## src/rtl/clk_div_pkg.sv

```systemverilog
// Shared types and helpers for the run-time clock-enable divider controller.
// Holds the scheduler state encoding and the config validity rule.
package clk_div_pkg;

    localparam int CNT_W_DEF = 8;

    typedef enum logic [1:0] {
        STOP = 2'd0,
        RUN  = 2'd1,
        PEND = 2'd2
    } sched_state_t;

    // Callers zero-extend to 32 bits so one function serves any CNT_W.
    function automatic logic cfg_ok(
        input logic [31:0] div,
        input logic [31:0] duty
    );
        return (div >= 32'd2) && (duty <= div);
    endfunction

endpackage

```

## src/rtl/clk_div_sched_if.sv

```systemverilog
// Config handshake bundle: divide ratio and duty offered over valid/ready.
// The config source drives master, the scheduler consumes via slave.
interface clk_div_sched_if #(
    parameter int CNT_W = 8
);

    logic             valid;
    logic             ready;
    logic [CNT_W-1:0] div;
    logic [CNT_W-1:0] duty;

    modport master (
        output valid,
        output div,
        output duty,
        input  ready
    );

    modport slave (
        input  valid,
        input  div,
        input  duty,
        output ready
    );

endinterface

```

## src/rtl/div_core.sv

```systemverilog
// Programmable period counter with a registered duty compare.
// Counter parks at zero while stopped; wrap flags the last cycle of a period.
module div_core #(
    parameter int CNT_W = 8
) (
    input  logic             clk,
    input  logic             rst_n,
    input  logic             run,
    input  logic [CNT_W-1:0] div,
    input  logic [CNT_W-1:0] duty,
    output logic             clk_div,
    output logic             wrap
);

    logic [CNT_W-1:0] cnt;

    assign wrap = run && (cnt == div - CNT_W'(1));

    always_ff @(posedge clk or negedge rst_n) begin
        if (!rst_n) begin
            cnt     <= '0;
            clk_div <= 1'b0;
        end else begin
            clk_div <= run && (cnt < duty);
            if (!run || wrap) begin
                cnt <= '0;
            end else begin
                cnt <= cnt + CNT_W'(1);
            end
        end
    end

endmodule

```

## src/rtl/clk_div_sched.sv

```systemverilog
// Run-time controller for the clock-enable divider: accepts and checks
// configs, applies them only on period boundaries, and starts/stops cleanly.
module clk_div_sched
    import clk_div_pkg::*;
#(
    parameter int CNT_W    = CNT_W_DEF,
    parameter int DEF_DIV  = 16,
    parameter int DEF_DUTY = 4
) (
    input  logic             clk,
    input  logic             rst_n,
    input  logic             en,
    clk_div_sched_if.slave   cfg,
    output logic             clk_div,
    output logic             period_end,
    output logic             cfg_err,
    output logic             busy,
    output logic [CNT_W-1:0] act_div,
    output logic [CNT_W-1:0] act_duty
);

    localparam logic [CNT_W-1:0] DIV0  = CNT_W'(DEF_DIV);
    localparam logic [CNT_W-1:0] DUTY0 = CNT_W'(DEF_DUTY);

    sched_state_t     state;
    sched_state_t     state_nxt;
    logic [CNT_W-1:0] sh_div;
    logic [CNT_W-1:0] sh_duty;
    logic             fire;
    logic             ok;
    logic             wrap;
    logic             load_cfg;
    logic             load_sh;
    logic             apply_sh;

    assign cfg.ready  = (state != PEND);
    assign fire       = cfg.valid && cfg.ready;
    assign ok         = cfg_ok(32'(cfg.div), 32'(cfg.duty));
    assign busy       = (state != STOP);
    assign period_end = wrap;

    always_comb begin
        state_nxt = state;
        load_cfg  = 1'b0;
        load_sh   = 1'b0;
        apply_sh  = 1'b0;
        unique case (state)
            STOP: begin
                load_cfg = fire && ok;
                if (en) begin
                    state_nxt = RUN;
                end
            end
            RUN: begin
                // Stopping at this wrap: a config arriving now lands on the
                // same boundary, so it can go straight into effect.
                if (wrap && !en) begin
                    state_nxt = STOP;
                    load_cfg  = fire && ok;
                end else if (fire && ok) begin
                    load_sh   = 1'b1;
                    state_nxt = PEND;
                end
            end
            PEND: begin
                if (wrap) begin
                    apply_sh  = 1'b1;
                    state_nxt = en ? RUN : STOP;
                end
            end
            default: begin
                state_nxt = STOP;
            end
        endcase
    end

    always_ff @(posedge clk or negedge rst_n) begin
        if (!rst_n) begin
            state <= STOP;
        end else begin
            state <= state_nxt;
        end
    end

    always_ff @(posedge clk or negedge rst_n) begin
        if (!rst_n) begin
            act_div  <= DIV0;
            act_duty <= DUTY0;
            sh_div   <= DIV0;
            sh_duty  <= DUTY0;
            cfg_err  <= 1'b0;
        end else begin
            cfg_err <= fire && !ok;
            if (load_sh) begin
                sh_div  <= cfg.div;
                sh_duty <= cfg.duty;
            end
            unique case (1'b1)
                load_cfg: begin
                    act_div  <= cfg.div;
                    act_duty <= cfg.duty;
                end
                apply_sh: begin
                    act_div  <= sh_div;
                    act_duty <= sh_duty;
                end
                default: begin
                end
            endcase
        end
    end

    div_core #(
        .CNT_W (CNT_W)
    ) u_core (
        .clk     (clk),
        .rst_n   (rst_n),
        .run     (busy),
        .div     (act_div),
        .duty    (act_duty),
        .clk_div (clk_div),
        .wrap    (wrap)
    );

endmodule
```

## src/flat_wrapper.sv

```systemverilog
// flat-port wrapper written by rule: the top's interface ports become plain ports
module clk_div_sched_flat import clk_div_pkg::*;
#(
    parameter int CNT_W    = CNT_W_DEF,
    parameter int DEF_DIV  = 16,
    parameter int DEF_DUTY = 4
)
  (clk, rst_n, en, clk_div, period_end, cfg_err, busy, act_div, act_duty, cfg_valid, cfg_div, cfg_duty, cfg_ready);
  clk_div_sched_if #(.CNT_W(CNT_W)) cfg_i ();
  input  logic clk;
  input  logic rst_n;
  input  logic en;
  output logic clk_div;
  output logic period_end;
  output logic cfg_err;
  output logic busy;
  output logic [CNT_W-1:0] act_div;
  output logic [CNT_W-1:0] act_duty;
  input wire logic [$bits(cfg_i.valid)-1:0] cfg_valid;
  input wire logic [$bits(cfg_i.div)-1:0] cfg_div;
  input wire logic [$bits(cfg_i.duty)-1:0] cfg_duty;
  output wire logic [$bits(cfg_i.ready)-1:0] cfg_ready;
  assign cfg_i.valid = cfg_valid;
  assign cfg_i.div = cfg_div;
  assign cfg_i.duty = cfg_duty;
  assign cfg_ready = cfg_i.ready;
  clk_div_sched #(.CNT_W(CNT_W), .DEF_DIV(DEF_DIV), .DEF_DUTY(DEF_DUTY)) u_core (.clk(clk), .rst_n(rst_n), .en(en), .cfg(cfg_i), .clk_div(clk_div), .period_end(period_end), .cfg_err(cfg_err), .busy(busy), .act_div(act_div), .act_duty(act_duty));
endmodule
```

## config.mk

```make
export PLATFORM = sky130hd
export DESIGN_NAME = clk_div_sched_flat
export DESIGN_NICKNAME = d
export VERILOG_FILES = /design/src/rtl/clk_div_pkg.sv /design/src/rtl/clk_div_sched_if.sv /design/src/rtl/div_core.sv /design/src/rtl/clk_div_sched.sv /design/src/flat_wrapper.sv
export SDC_FILE = /design/constraint.sdc
export NUM_CORES = 1
export LEC_CHECK = 0
export CAP_MARGIN = 20
export CORE_MARGIN = 2
export CORE_UTILIZATION = 25
export CTS_BUF_LIST = sky130_fd_sc_hd__clkbuf_8
export DETAILED_ROUTE_END_ITERATION = 10
export SLEW_MARGIN = 20
export SYNTH_ARGS = -nofsm -noshare
export SYNTH_HDL_FRONTEND = slang
export SYNTH_SLANG_ARGS = --single-unit
```

## constraint.sdc

```tcl
create_clock -name clk -period 3.1 [get_ports clk]
set_input_delay 0.465 -clock clk [delete_from_list [all_inputs] [get_ports clk]]
set_output_delay 0.465 -clock clk [all_outputs]
set_load 0.02 [all_outputs]
```

==> flow_summary.toml <==
[outcome]
outcome = "complete, no violations"

[worst_setup_path]
startpoint_type = "register"
max_stage_delay_ns = 0.54
crit_slowest_cell = "or4_4"
worstPathArrival_ns = 2.50
cp_max_fo = 4
critPathKind = "reg2out"
crit_path_end_kind = "output port"
worstPathRequired_ns = 2.63
path_cells = "or4_4 -> or4_4 -> o211ai_2 -> o211ai_2 -> nor2_1 -> dlygate4sd2_1"

[place]
dpl.hpwl_mm = 4.86
placed_area_sq_mm = 0.00322
dp.cells = 416
globalplace.congestion = 0.767
post-place-ws_ns = -0.0385
portBuffers = 40

[job]
cap_viol_max_count = 0

[final_layout]
syn2layout_area_growth_pct = 29.7
regArea_sq_mm = 0.00111
n_fill_cell = 999
fin_util = 0.336
multi_input_area_sq_mm = 0.00131
fin_area_sq_mm = 0.00332
fin_cells = 424
num_antenna_cells = 0
drive_gt1_frac = 0.175
nNetsFinal = 327

[synth]
syn-num-nets = 270
yosysMostFrequentCell = "dfrtp_1"
synth_warnings = 0
synth_top_area_frac = 0.392
netlist_top_cells_count = "40 x dfrtp_1, 22 x inv_1, 17 x ha_1"
synthFlopType = "dfrtp_1"
synthCells = 233
avgSynthCellArea_sq_um = 11.0
synth_cell_types = 50
synth_area_leaders = "dfrtp_1 39%, ha_1 8.3%, mux2_4 5.3%"
synth_top_cell_by_area = "dfrtp_1"
synth_seq_cells = 44
synth-edff-count = 0
synth-async-reset-ratio = 1.00
netlist_area_sq_mm = 0.00256
yosysSeqAreaShare = 0.433

[routing]
vias = 1996
wirelength_mm = 6.15
viasPerCell = 4.71
dr.pass1.iters = 4
wl_per_cell_microns = 14.5
drc_errors = 0
drt-initial-drc-count = 108
ant_nets = 0

[clock_network]
clk_pin_slew_ns = 0.09
root_buffer = "clkbuf_8"
cts_buffer_depth = 2
cts_tree = "built"
cts_sinks = 44
cts_made_buffers = 5
htreeDepth = 2
clk_latency_ns = 0.30

[power_and_ir_drop]
leakage_nw = 1.53
power_mw = 2.87
p_per_area_mw_per_mm2 = 864
vdd_ir_drop_max_uv = 234

[timing]
clock_skew_ns = 0.0128
slew_violations = 0
worstMarginPinSlew_ns = 0.558
slew_headroom = 0.628
period_minus_slack_ns = 2.96
fin_hold_ws_ns = 0.142
period_share = 0.955
hold_violations = 0
rsz0062_at_grt = "false"
setup_viol = 0
clock.fmax_mhz = 338
setup_ws_ns = 0.140
setup_tns_ns = 0

[die]
fp-row-count = 36
design.core.area_sq_mm = 0.00986
io_pins = 41
fp.dieArea_sq_mm = 0.0110
die_x_microns = 105
start_util = 0.259
die_y_microns = 105

[worst_hold_path]
hold_path_class = "in2async"

[global_routing]
antenna_found_initial = 0
grt_pass1_wl_mm = 10.5
grt_pass1_vias = 2024
grtUsageTotal = 0.119
grt_overflow = 0
grt_max_degree = 45
where the power goes:
group	leakage (nW)	switching [mW]	internal, mW
clock	0.0486	0.192	0.178
sequential	0.537	0.211	0.842
combinational	0.942	0.704	0.740
total	1.53	1.11	1.76
logic make-up (layout without fill, tap and decap cells):
group | count (synthesis) | after routing | share of synthesized area
and+or+nand+nor | 55 | 55 | 0.118
DFF | 44 | 44 | 0.433
AOI/OAI and AO/OA | 59 | 59 | 0.186
buffers and inverters | 30 | 88 | 0.0548
muxes | 16 | 16 | 0.0837
xor gates and xnor gates | 12 | 12 | 0.0411
adders and majority gates | 17 | 17 | 0.0832
layout by cell type (no fill, tap or decap), types with 10 or more instances in the layout:
cell type	instances
a21o_1	12
a22oi_1	10
buf_4	17
clkdlybuf4s50_1	38
dfrtp_1	40
ha_1	17
inv_1	23
nor2_1	16
o31ai_1	10
metal layers:
layer,up-vias,part of all wire,wire length (microns),GRT usage
met1,981,0.50,3100,0.168
met4,0,0.016,97,0.0352
met5,-,0,0,0
met2,42,0.44,2720,0.181
li1,965,-,-,-
met3,8,0.036,223,0.0250
area by class of cell:
type                       count  share of cell area
clock buffer                   6              0.0249
clock inverter                 2             0.00340
inverter                      22              0.0249
multi-input combinational    159               0.395
sequential                    44               0.334
tap                          133              0.0502
timing repair buffer          58               0.168
critical path: cells and delay by family (launching register included):
kind | cells | cell delay (ns)
simple gates | 3 | 1.20
flops | 1 | 0.43
buf+inv | 1 | 0.35
compound gates | 2 | 0.23
worst paths after layout:
path	from	end	slack, ns	cells after the start
worst max-delay path	u_core.act_div[1]$_DFFE_PN0P_	period_end	0.14	6
worst min-delay path	rst_n	u_core.u_core.cnt[4]$_DFF_PN0_	0.14	1
worst max register to register	u_core.act_div[1]$_DFFE_PN0P_	u_core.act_div[5]$_DFFE_PN0P_	0.32	8
min in group clk	u_core.sh_duty[7]$_DFFE_PN0P_	u_core.sh_duty[7]$_DFFE_PN0P_	0.49	1
max in group asynchronous	rst_n	u_core.sh_div[4]$_DFFE_PN1P_	2.55	1
worst min register to register	u_core.sh_duty[7]$_DFFE_PN0P_	u_core.sh_duty[7]$_DFFE_PN0P_	0.49	1
registers in the layout, indices dropped and copies added, names as in the netlist:
signal	flops
u_core.act_div	8
u_core.act_duty	8
u_core.sh_div	8
u_core.sh_duty	8
u_core.u_core.cnt	8
u_core.state	2
u_core.cfg_err	1
u_core.u_core.clk_div	1
timing repair:
action	CTS	global route
buffers inserted	0	0
hold buffers	0	0
gates resized for setup	1	0
setup endpoints to repair	1	0
No activity file was read; power rests on OpenSTA's default activity.
